===== config.mk =====
export PLATFORM = sky130hd
export DESIGN_NAME = mul8_err_monitor_flat
export DESIGN_NICKNAME = d
export VERILOG_FILES = /design/src/rtl/mul8_err_monitor_if.sv /design/src/rtl/mul8_err_monitor.sv /design/src/flat_wrapper.sv
export SDC_FILE = /design/constraint.sdc
export NUM_CORES = 1
export LEC_CHECK = 0
export CAP_MARGIN = 15
export CORE_ASPECT_RATIO = 1.75
export CORE_MARGIN = 2
export CORE_UTILIZATION = 45
export CTS_BUF_LIST = sky130_fd_sc_hd__clkbuf_8 sky130_fd_sc_hd__clkbuf_16
export DETAILED_ROUTE_END_ITERATION = 12
export GPL_ROUTABILITY_DRIVEN = 0
export PLACE_DENSITY_LB_ADDON = 0.08
export SYNTH_ARGS = -nofsm -noshare
export SYNTH_HDL_FRONTEND = slang
export SYNTH_SLANG_ARGS = --single-unit

===== constraint.sdc =====
create_clock -name clk -period 6.6 [get_ports clk]
set_clock_uncertainty 0.1 [all_clocks]
set_input_delay 1.32 -clock clk [delete_from_list [all_inputs] [get_ports clk]]
set_output_delay 1.32 -clock clk [all_outputs]
set_load 0.02 [all_outputs]

===== src/rtl/mul8_err_monitor_if.sv =====
// Sample stream from an 8x8 approximate multiplier: operands, approximate product, valid/ready.
interface mul8_err_monitor_if;
  logic        in_valid;
  logic        in_ready;
  logic [7:0]  a;
  logic [7:0]  b;
  logic [15:0] p_apx;

  modport master (output in_valid, a, b, p_apx, input in_ready);
  modport slave  (input in_valid, a, b, p_apx, output in_ready);
endinterface


===== src/rtl/mul8_err_monitor.sv =====
// Error-characterisation stage for an approximate 8x8 multiplier: MAE/WCE/EP statistics over a run.
// Optional MUL8_ERR_MONITOR_SQ_EN adds a saturating sum of squared errors (sum_sq_err).
module mul8_err_monitor #(
  parameter int CNT_W = 16,
  parameter int ACC_W = 32
) (
  input  logic                 clk,
  input  logic                 rst,
  input  logic                 start,
  input  logic [CNT_W-1:0]     n_samples,
  mul8_err_monitor_if.slave    s_if,
  output logic                 busy,
  output logic                 done,
  output logic [CNT_W-1:0]     sample_count,
  output logic [CNT_W-1:0]     err_count,
  output logic [ACC_W-1:0]     sum_abs_err,
  output logic [15:0]          max_err,
  output logic [7:0]           max_a,
  output logic [7:0]           max_b
`ifdef MUL8_ERR_MONITOR_SQ_EN
  ,
  output logic [47:0]          sum_sq_err
`endif
);

  // state   | meaning
  // S_IDLE  | after reset, waiting for start
  // S_RUN   | accepting samples until n_samples transfers
  // S_DRAIN | two cycles letting S2/S3 flush the last samples
  // S_DONE  | results frozen, done high, start re-arms
  typedef enum logic [1:0] {S_IDLE, S_RUN, S_DRAIN, S_DONE} state_e;

  localparam int SUM_W = ((ACC_W > 16) ? ACC_W : 16) + 1;
  localparam logic [SUM_W-1:0] SUM_MAX = SUM_W'({ACC_W{1'b1}});

  state_e             state_q, state_d;
  logic               in_ready_q, in_ready_d, busy_q, busy_d, done_q, done_d;
  logic               drain_q, drain_d;
  logic [CNT_W-1:0]   n_q, n_d, cnt_q, cnt_d, errc_q, errc_d;
  logic [ACC_W-1:0]   sum_q, sum_d;
  logic [15:0]        max_q, max_d;
  logic [7:0]         maxa_q, maxa_d, maxb_q, maxb_d;
  logic               s1_vld_q, s1_vld_d, s2_vld_q, s2_vld_d, s2_mis_q, s2_mis_d;
  logic [7:0]         s1_a_q, s1_a_d, s1_b_q, s1_b_d, s2_a_q, s2_a_d, s2_b_q, s2_b_d;
  logic [15:0]        s1_p_q, s1_p_d, s2_err_q, s2_err_d;

  logic               xfer;
  logic [15:0]        exact, err_abs;
  logic [16:0]        diff;
  logic [SUM_W-1:0]   sum_ext, sum_sat;

`ifdef MUL8_ERR_MONITOR_SQ_EN
  logic [31:0]        s2_sq_q, s2_sq_d;
  logic [47:0]        sq_sum_q, sq_sum_d;
  logic [48:0]        sq_ext;
`endif

  assign xfer    = s_if.in_valid && in_ready_q;
  assign exact   = {8'h00, s1_a_q} * {8'h00, s1_b_q};
  assign diff    = {1'b0, exact} - {1'b0, s1_p_q};
  // Negative difference means the multiplier overestimated; take the two's-complement magnitude.
  assign err_abs = diff[16] ? (~diff[15:0] + 16'd1) : diff[15:0];
  assign sum_ext = SUM_W'(sum_q) + SUM_W'(s2_err_q);
  assign sum_sat = (sum_ext > SUM_MAX) ? SUM_MAX : sum_ext;
`ifdef MUL8_ERR_MONITOR_SQ_EN
  assign sq_ext  = {1'b0, sq_sum_q} + {17'h0, s2_sq_q};
`endif

  always_comb begin
    state_d    = state_q;
    in_ready_d = in_ready_q;
    busy_d     = busy_q;
    done_d     = done_q;
    drain_d    = drain_q;
    n_d        = n_q;
    cnt_d      = cnt_q;
    errc_d     = errc_q;
    sum_d      = sum_q;
    max_d      = max_q;
    maxa_d     = maxa_q;
    maxb_d     = maxb_q;
    s1_vld_d   = xfer;
    s1_a_d     = xfer ? s_if.a : s1_a_q;
    s1_b_d     = xfer ? s_if.b : s1_b_q;
    s1_p_d     = xfer ? s_if.p_apx : s1_p_q;
    s2_vld_d   = s1_vld_q;
    s2_a_d     = s1_a_q;
    s2_b_d     = s1_b_q;
    s2_err_d   = err_abs;
    s2_mis_d   = (err_abs != 16'd0);
`ifdef MUL8_ERR_MONITOR_SQ_EN
    s2_sq_d    = {16'h0, err_abs} * {16'h0, err_abs};
    sq_sum_d   = sq_sum_q;
`endif

    if (s2_vld_q) begin
      if (s2_mis_q) errc_d = errc_q + CNT_W'(1);
      sum_d = sum_sat[ACC_W-1:0];
      if (s2_err_q > max_q) begin
        max_d  = s2_err_q;
        maxa_d = s2_a_q;
        maxb_d = s2_b_q;
      end
`ifdef MUL8_ERR_MONITOR_SQ_EN
      sq_sum_d = sq_ext[48] ? {48{1'b1}} : sq_ext[47:0];
`endif
    end

    case (state_q)
      S_IDLE, S_DONE: begin
        if (start) begin
          n_d    = n_samples;
          cnt_d  = '0;
          errc_d = '0;
          sum_d  = '0;
          max_d  = '0;
          maxa_d = '0;
          maxb_d = '0;
`ifdef MUL8_ERR_MONITOR_SQ_EN
          sq_sum_d = '0;
`endif
          if (n_samples == '0) begin
            state_d = S_DONE;
            done_d  = 1'b1;
          end else begin
            state_d    = S_RUN;
            busy_d     = 1'b1;
            in_ready_d = 1'b1;
            done_d     = 1'b0;
          end
        end
      end
      S_RUN: begin
        if (xfer) begin
          cnt_d = cnt_q + CNT_W'(1);
          if (cnt_d == n_q) begin
            state_d    = S_DRAIN;
            in_ready_d = 1'b0;
            drain_d    = 1'b0;
          end
        end
      end
      S_DRAIN: begin
        if (drain_q) begin
          state_d = S_DONE;
          busy_d  = 1'b0;
          done_d  = 1'b1;
          drain_d = 1'b0;
        end else begin
          drain_d = 1'b1;
        end
      end
      default: state_d = S_IDLE;
    endcase
  end

  always_ff @(posedge clk) begin
    if (rst) begin
      state_q    <= S_IDLE;
      in_ready_q <= 1'b0;
      busy_q     <= 1'b0;
      done_q     <= 1'b0;
      drain_q    <= 1'b0;
      n_q        <= '0;
      cnt_q      <= '0;
      errc_q     <= '0;
      sum_q      <= '0;
      max_q      <= '0;
      maxa_q     <= '0;
      maxb_q     <= '0;
      s1_vld_q   <= 1'b0;
      s1_a_q     <= '0;
      s1_b_q     <= '0;
      s1_p_q     <= '0;
      s2_vld_q   <= 1'b0;
      s2_a_q     <= '0;
      s2_b_q     <= '0;
      s2_err_q   <= '0;
      s2_mis_q   <= 1'b0;
`ifdef MUL8_ERR_MONITOR_SQ_EN
      s2_sq_q    <= '0;
      sq_sum_q   <= '0;
`endif
    end else begin
      state_q    <= state_d;
      in_ready_q <= in_ready_d;
      busy_q     <= busy_d;
      done_q     <= done_d;
      drain_q    <= drain_d;
      n_q        <= n_d;
      cnt_q      <= cnt_d;
      errc_q     <= errc_d;
      sum_q      <= sum_d;
      max_q      <= max_d;
      maxa_q     <= maxa_d;
      maxb_q     <= maxb_d;
      s1_vld_q   <= s1_vld_d;
      s1_a_q     <= s1_a_d;
      s1_b_q     <= s1_b_d;
      s1_p_q     <= s1_p_d;
      s2_vld_q   <= s2_vld_d;
      s2_a_q     <= s2_a_d;
      s2_b_q     <= s2_b_d;
      s2_err_q   <= s2_err_d;
      s2_mis_q   <= s2_mis_d;
`ifdef MUL8_ERR_MONITOR_SQ_EN
      s2_sq_q    <= s2_sq_d;
      sq_sum_q   <= sq_sum_d;
`endif
    end
  end

  assign s_if.in_ready = in_ready_q;
  assign busy          = busy_q;
  assign done          = done_q;
  assign sample_count  = cnt_q;
  assign err_count     = errc_q;
  assign sum_abs_err   = sum_q;
  assign max_err       = max_q;
  assign max_a         = maxa_q;
  assign max_b         = maxb_q;
`ifdef MUL8_ERR_MONITOR_SQ_EN
  assign sum_sq_err    = sq_sum_q;
`endif

endmodule

===== src/flat_wrapper.sv =====
// flat-port wrapper written by rule: the top's interface ports become plain ports
module mul8_err_monitor_flat 
#(
  parameter int CNT_W = 16,
  parameter int ACC_W = 32
)
  (clk, rst, start, n_samples, busy, done, sample_count, err_count, sum_abs_err, max_err, max_a, max_b, s_if_in_valid, s_if_a, s_if_b, s_if_p_apx, s_if_in_ready);
  mul8_err_monitor_if s_if_i ();
  input  logic clk;
  input  logic rst;
  input  logic start;
  input  logic [CNT_W-1:0] n_samples;
  output logic busy;
  output logic done;
  output logic [CNT_W-1:0] sample_count;
  output logic [CNT_W-1:0] err_count;
  output logic [ACC_W-1:0] sum_abs_err;
  output logic [15:0] max_err;
  output logic [7:0] max_a;
  output logic [7:0] max_b;
  input wire logic [$bits(s_if_i.in_valid)-1:0] s_if_in_valid;
  input wire logic [$bits(s_if_i.a)-1:0] s_if_a;
  input wire logic [$bits(s_if_i.b)-1:0] s_if_b;
  input wire logic [$bits(s_if_i.p_apx)-1:0] s_if_p_apx;
  output wire logic [$bits(s_if_i.in_ready)-1:0] s_if_in_ready;
  assign s_if_i.in_valid = s_if_in_valid;
  assign s_if_i.a = s_if_a;
  assign s_if_i.b = s_if_b;
  assign s_if_i.p_apx = s_if_p_apx;
  assign s_if_in_ready = s_if_i.in_ready;
  mul8_err_monitor #(.CNT_W(CNT_W), .ACC_W(ACC_W)) u_core (.clk(clk), .rst(rst), .start(start), .n_samples(n_samples), .s_if(s_if_i), .busy(busy), .done(done), .sample_count(sample_count), .err_count(err_count), .sum_abs_err(sum_abs_err), .max_err(max_err), .max_a(max_a), .max_b(max_b));
endmodule

### Word-level counts from Yosys, hierarchy flattened

Cells that the tools add are included.

* equality and inequality tests: 9
* magnitude comparators: 2
* $add $sub $neg: 5
* mux-type cells: 43
* bitwise gates (word level): 1
* reduce and logical (&&, ||, !) cells: 15
* multipliers: 1

Operator list (count)
* 16-bit 2-to-1 mux: 11
* 32-bit 2-to-1 mux: 4
* 8-bit 2-to-1 mux: 8
* 16-bit by 1-bit adder with 16-bit output (second input constant): 3
* 32-bit by 16-bit adder with 33-bit output: 1
* 33-bit by 32-bit greater-than comparator with 1-bit output (second input constant): 1
* 16-bit one-hot mux with 2 select lines: 1
* 16-bit by 16-bit subtractor with 17-bit output: 1
* 16-bit == test: 1
* 16-bit greater-than comparator: 1
* 16-bit zero test: 1
* 8-bit by 8-bit multiplier with 16-bit output: 1
* 16-bit NOT: 1
* 16-bit nonzero test: 1
* 2-bit 2-to-1 mux: 5
* 1-bit 2-to-1 mux: 9
* 3-bit AND reduction: 3
* 1-bit one-hot mux with 2 select lines: 4
* 4-bit AND reduction: 2
* 2-bit by 1-bit inequality test with 1-bit output (second input constant): 3
* 2-bit one-hot mux with 3 select lines: 1
* 2-bit nonzero test: 3
* 5-bit AND reduction: 1
* 2-bit == test (second input constant): 2
* 6 further kinds: 7

* flip-flop bits (word level): 185
* output and inout port bits: 99
* input port bits: 52
* word-level logic and storage cells: 97

### Longest topological paths before layout

Gate-level depths: netlist (run 1).

* depth in word-level cells: 6
* depth in mapped cells: 22
* mapped depth without buffers: 20

### Worst setup path after synthesis (run 1)

Ideal clock, no wire load.

* path kind: reg2reg
* from: register u_core.s1_b_q[2]
* to: register u_core.s2_mis_q
* library setup time: 0.140 ns
* stages on the path, launching flop included: 20
* buffers on the path: 1
* data required time: 6.360 ns
* data arrival time: 5.083 ns
* clock period less this slack: 5.322 ns
* slack: 1.278 ns
* cell sequence: dfxtp_1 clkbuf_1 nand2_1 fa_1 inv_1 fa_1 fa_1 inv_1 fa_1 inv_1 ha_1 o21ai_1 o21bai_2 a21oi_2 xnor2_1 nor3b_2 or4_1 a211o_1 a22oi_2 a41oi_1

* cells in the longest elaborated chain, start to end: 6

RTL lines
* from (decl): RTL line mul8_err_monitor.sv:44 `logic [7:0] s1_a_q, s1_a_d, s1_b_q, s1_b_d, s2_a_q, s2_a_d, s2_b_q, s2_b_d;`
* from (signal assigned): RTL line mul8_err_monitor.sv:173 `s1_b_q <= '0;`
* from (signal assigned): RTL line mul8_err_monitor.sv:199 `s1_b_q <= s1_b_d;`
* 8-bit by 8-bit multiplier with 16-bit output *: RTL line mul8_err_monitor.sv:59 `assign exact = {8'h00, s1_a_q} * {8'h00, s1_b_q};`
* 16-bit by 16-bit subtractor with 17-bit output *: RTL line mul8_err_monitor.sv:60 `assign diff = {1'b0, exact} - {1'b0, s1_p_q};`
* 16-bit NOT: RTL line mul8_err_monitor.sv:62 `assign err_abs = diff[16] ? (~diff[15:0] + 16'd1) : diff[15:0];`
* 16-bit by 1-bit adder with 16-bit output: RTL line mul8_err_monitor.sv:62
* 16-bit 2-to-1 mux *: RTL line mul8_err_monitor.sv:62
* 16-bit nonzero test *: RTL line mul8_err_monitor.sv:90 `s2_mis_d = (err_abs != 16'd0);`
* to (signal assigned): RTL line mul8_err_monitor.sv:205 `s2_mis_q <= s2_mis_d;`
* to (decl): RTL line mul8_err_monitor.sv:43 `logic s1_vld_q, s1_vld_d, s2_vld_q, s2_vld_d, s2_mis_q, s2_mis_d;`

Mark *: on every way between the ends. The rest lies on a longest branch, timed or not.
A chain may end at the register's enable or synchronous reset.

### Worst setup path after layout (run 1)

Ends and elaborated chain as after synthesis.

==> flow_summary.ini, run 1 <==
[outcome]
status = finished, final reports clean

[synthesis]
synth.mux.area_fraction = 0.0325
synthCells = 1387
ys_warn_count = 0
synth-compound-area-share = 0.143
ys_seq_elements = 185
ys_seq_area_frac = 0.321
synthFlopType = dfxtp_1
synth_area_per_cell_um2 = 8.32
netlist_area_um2 = 11500
synthXorXnorAreaFrac = 0.0606
syn_nets = 1570
synthAdderAreaFrac = 0.175
synth-edff-count = 0
synth_top_family_by_area = simple AND/OR/NAND/NOR gates
ys_types = 67
synth-async-reset-ratio = 0
synthSimpleGateAreaFrac = 0.207

[timing]
slew_headroom = 0.248
finalSetupViolCount = 0
fmax_ghz = 0.170
min_period_ps = 5890
hold_slack_ps = 344
drv_slew = 0
rsz0062_at_grt = no
hold_violations = 0
tightest_slew_ps = 1120
finalCritPeriodShare = 0.893
finalSetupTns_ps = 0

[routing]
drc = 0
wl_per_cell_um = 16.9
vias = 9784
wirelength_um = 31200
drtIter0Drc = 448
ant_nets = 0
first_pass_iters = 5
avgViaCountPerCell = 5.31

[power]
clkPwrFrac = 0.199
p_per_area_nw_per_um2 = 393
vdd_ir_drop_max_mv = 0.248
switching_share = 0.451
p_leak_nw = 5.58
p_sw_mw = 2.47
p_comb_frac = 0.547
intPower_mw = 3.01
power_frac_seq = 0.254

[global_route]
gr-total-overflow = 0
grt_pass1_wl_um = 49900
grt_use_met1 = 0.232
grtUsageMet3 = 0.0431
antenna_found_initial = 0
grt_start_max_net_pins = 93
use_met2 = 0.461
grt_pass1_vias = 9746
track_usage = 0.235
busiest_layer = met2

[die]
initial_core_util = 0.457
rows = 77
die_area_um2 = 27000
fp.coreArea_um2 = 25200
ios = 151
dieWidth_um = 125
die_y_um = 216

[finish]
diodes = 0
instances_no_fill = 1842
drive_above_1_share = 0.0413
syn2layout_area_growth_pct = 20.9
finalNetCount = 1696
fillers = 2444

[clock_tree]
cts_made_buffers = 17
htree_levels = 4
cts.clk_slew.worst_paths_ps = 80
cts_resized = 0
clkLatencyLatePin_ps = 460
hold_buffers = 0
clk_path_buf_depth = 2
clock-root-buffer = clkbuf_16
postCtsSetupBuffers = 0
cts_num_sinks = 185
tritoncts = built

[critical_path]
cp_slowest_stage_delay_ps = 560
critPathMaxFanout = 15
worstSetupEndpointType = register
path_cells = nand2_1 > fa_1 > inv_1 > fa_1 > fa_1 > inv_1 > fa_1 > inv_1 > ha_1 > o21ai_0 > a21oi_1 > o21a_1 > a2111o_1 > nand3_1 > and2_1 > o21ai_0 > a2111oi_0 > a41oi_1
critical_path_arrival_ps = 6080
worst_path_most_repeated_cell = fa_1
path_class = reg2reg
cp-start-kind = register
cp.required_ps = 6780
slowest_stage = fa_1

[flow_run]
max_cap_viol_count = 0

[place]
dp_hpwl_um = 24600
portBuffers = 150
placed_cells = 1809

[min_path]
hold_class = reg2reg
## path summary, 6_finish.rpt
kind / from / endpoint / cells past startpoint / slack (ps)
max: u_core.s1_b_q[2] / u_core.s2_mis_q / 18 / 710
min: u_core.s2_b_q[1] / u_core.max_b[1] / 2 / 340
max reg2reg: u_core.s1_b_q[2] / u_core.s2_mis_q / 18 / 710
min reg2reg: u_core.s2_b_q[1] / u_core.max_b[1] / 2 / 340
## critical path, delay by kind of cell, from the launching register on
kind / cells / cell delay [ps]
adder cells (fa/ha/maj): 5 / 2430
AO/OA/AOI/OAI: 7 / 1740
AND/OR/NAND/NOR: 3 / 810
flip-flops: 1 / 500
buffers and inverters: 3 / 150
## power by group through the flow
stage | Sequential (mW) | Combinational, mW | Clock [mW]
4_1_cts | 1.39 | 3.01 | 1.12
2_1_floorplan | 1.37 | 2.26 | 0
3_3_place_gp | 1.42 | 2.97 | 0
6_report | 1.39 | 3.00 | 1.09
3_5_place_dp | 1.42 | 2.99 | 0
5_1_grt | 1.41 | 3.34 | 1.17
## state kept, by name, summed over array words and instances, names as in the netlist, 16 cells and up
| name | flops |
|---|---|
| u_core.n_q | 16 |
| u_core.sample_count | 16 |
| u_core.s1_p_q | 16 |
| u_core.err_count | 16 |
| u_core.sum_abs_err | 32 |
| u_core.max_err | 16 |
| u_core.s2_err_q | 16 |
## area by class of cell
| type | instances | area (µm²) | area share |
|---|---|---|---|
| clock buffer | 17 | 425 | 0.0305 |
| clock inverter | 15 | 208 | 0.0149 |
| inverter | 133 | 499 | 0.0358 |
| multi-input combinational | 1016 | 7150 | 0.512 |
| sequential | 185 | 3700 | 0.266 |
| tap | 316 | 395 | 0.0284 |
| timing repair buffer | 160 | 1570 | 0.113 |
## metal layers
layer | share of wire | wire length (µm) | vias to the layer above
met4 | 0.042 | 1320 | 0
met5 | 0 | 0 | -
met1 | 0.36 | 11400 | 4603
met3 | 0.035 | 1100 | 68
met2 | 0.56 | 17400 | 213
li1 | - | - | 4900
## logic make-up (layout without fill, tap and decap cells)
family / after synthesis / in the layout
XOR/XNOR: 79 / 79
adder cells (fa/ha/maj): 131 / 131
multiplexers: 37 / 37
flip-flops: 185 / 185
buffers and inverters: 186 / 325
AO/OA/AOI/OAI: 253 / 253
AND/OR/NAND/NOR: 516 / 516
## through the flow
step,power [mW],util,setup WS (ps),instance area (µm²)
final,5.49,0.552,706,13900
after CTS,5.53,0.552,708,13900
after global routing,5.91,0.552,396,13900
after detailed placement,4.41,0.527,716,13300
after floorplan,3.64,-,1280,11500
after global placement,4.39,0.527,865,13300
## cell usage in the layout (no fill, tap or decap), types with 14 or more instances in the layout
cell type        count
mux2i_1             33
ha_1                80
nor3_1              30
nor2_1             106
nand4_1             14
a31oi_1             20
xor2_1              33
clkbuf_16           17
fa_1                51
nand3_1             22
nor2b_1             21
a21oi_1             91
o21ai_0             47
xnor2_1             45
nand2_1            224
dfxtp_1            185
clkdlybuf4s50_1    149
inv_1              133
and2_1              49
o22a_1              16
## cells in the mapped netlist (20+ instances only)
| cell | n | area share |
|---|---|---|
| a21oi_1 | 92 | 0.040 |
| a31oi_1 | 20 | 0.011 |
| and2_1 | 49 | 0.027 |
| clkbuf_1 | 44 | 0.014 |
| dfxtp_1 | 185 | 0.32 |
| fa_1 | 51 | 0.089 |
| ha_1 | 80 | 0.087 |
| inv_1 | 133 | 0.043 |
| mux2i_1 | 33 | 0.029 |
| nand2_1 | 224 | 0.073 |
| nand3_1 | 22 | 0.0095 |
| nor2_1 | 107 | 0.035 |
| nor2b_1 | 21 | 0.011 |
| nor3_1 | 30 | 0.013 |
| o21ai_0 | 47 | 0.020 |
| xnor2_1 | 45 | 0.034 |
| xor2_1 | 33 | 0.025 |
No activity file was read; power rests on OpenSTA's default activity.
==> run 2: changes to the inputs <==
- REMOVE_ABC_BUFFERS: default -> 1
==> flow_summary.ini, run 2 (same netlist as run 1, synthesis figures left out) <==
[clock_tree]
clkLatencyLatePin_ps = 450
cts_num_sinks = 185
tritoncts = built
hold_buffers = 0
cts_made_buffers = 17
cts_resized = 0
postCtsSetupBuffers = 0
clock-root-buffer = clkbuf_16
htree_levels = 4
cts.clk_slew.worst_paths_ps = 60
clk_path_buf_depth = 2

[routing]
ant_nets = 0
wl_per_cell_um = 15.6
avgViaCountPerCell = 5.31
vias = 9790
first_pass_iters = 4
wirelength_um = 28800
drtIter0Drc = 304
drc = 0

[global_route]
grt_start_max_net_pins = 61
grt_pass1_wl_um = 46500
track_usage = 0.213
grt_pass1_vias = 9659
gr-total-overflow = 0
antenna_found_initial = 0

[outcome]
status = finished, final reports clean

[place]
dp_hpwl_um = 22500
portBuffers = 150
place_ws_ps = 781

[timing]
drv_slew = 0
min_period_ps = 5860
slew_headroom = 0.327
setup_ws_ps = 738
finalSetupViolCount = 0
finalCritPeriodShare = 0.888
fmax_ghz = 0.171
rsz0062_at_grt = no
tightest_slew_ps = 1000
finalSetupTns_ps = 0
hold_violations = 0

[critical_path]
path_class = reg2reg
critical_path_arrival_ps = 6050
worstSetupEndpointType = register
r2r-start = u_core.s1_a_q[5]
cp.required_ps = 6790
critPathMaxFanout = 15
cp-start-kind = register
crit_start = u_core.s1_a_q[5]

[finish]
mostFrequentLayoutCells = nand2_1 (224), dfxtp_1 (185), clkdlybuf4s50_1 (149), inv_1 (134), nor2_1 (106)
layout_commonest_cell = nand2_1
largest_reg_flops = 32
syn2layout_area_growth_pct = 21.0
drive_above_1_share = 0.0406
finalNetCount = 1696
diodes = 0

[die]
rows = 77
die_area_um2 = 27000
die_y_um = 216
ios = 151
initial_core_util = 0.457
dieWidth_um = 125
fp.coreArea_um2 = 25200

[min_path]
worstHoldStart = u_core.s1_vld_q
hold_class = reg2reg

[flow_run]
max_cap_viol_count = 0

[power]
p_per_area_nw_per_um2 = 391
p_leak_nw = 5.60
vdd_ir_drop_max_mv = 0.273
## run 2: critical path, stage by stage, from the launching register on
cell and delay (ps):
dfxtp_1 490, nand2_1 130, fa_1 570, inv_1 60
fa_1 460, fa_1 490, inv_1 50, fa_1 520
inv_1 40, ha_1 340, nor2_1 280, o21ai_1 140
o21a_1 150, a2111o_1 450, nand3_1 210, and2_1 480
o21ai_0 160, a2111oi_0 430, a41oi_1 150
## run 2: layout make-up
class                           instances  area, µm²
Tap cell                              316        395
Sequential cell                       185       3700
Clock inverter                         14        203
Fill cell                            2460      11300
Inverter                              133        499
Clock buffer                           18        439
Timing Repair Buffer                  160       1580
Multi-Input combinational cell       1016       7150
## run 2: per-stage QoR
| step | cells | instance area (µm²) | power [mW] | hold slack (ps) | utilization |
|---|---|---|---|---|---|
| final | 1842 | 14000 | 5.45 | 338 | 0.553 |
| after global routing | 1842 | 14000 | 5.86 | 347 | 0.553 |
| after global placement | 1809 | 13300 | 4.31 | 319 | 0.527 |
| after CTS | 1841 | 13900 | 5.49 | 343 | 0.553 |
| after floorplan | 1334 | 11300 | 3.60 | 314 | - |
| after detailed placement | 1809 | 13300 | 4.34 | 328 | 0.527 |
## run 2: per-layer routing
metal | up-vias | GRT usage | wire length [µm]
met3 | 48 | 0.0330 | 668
met1 | 4683 | 0.213 | 10900
met5 | - | 0 | 0
met4 | 0 | 0.104 | 1090
met2 | 157 | 0.418 | 16100
li1 | 4902 | - | -
## run 2: power breakdown
group	switching (mW)	total, mW	internal, mW
clock	0.456	1.13	0.678
sequential	0.120	1.37	1.25
combinational	1.77	2.94	1.18
total	2.34	5.45	3.11
## run 2: path summary, 6_finish.rpt
path,endpoint,slack [ps],depth (start not counted)
worst max-delay path,u_core.s2_mis_q,740,18
worst min register to register,u_core.s2_vld_q,340,1
worst max register to register,u_core.s2_mis_q,740,18
worst min-delay path,u_core.s2_vld_q,340,1
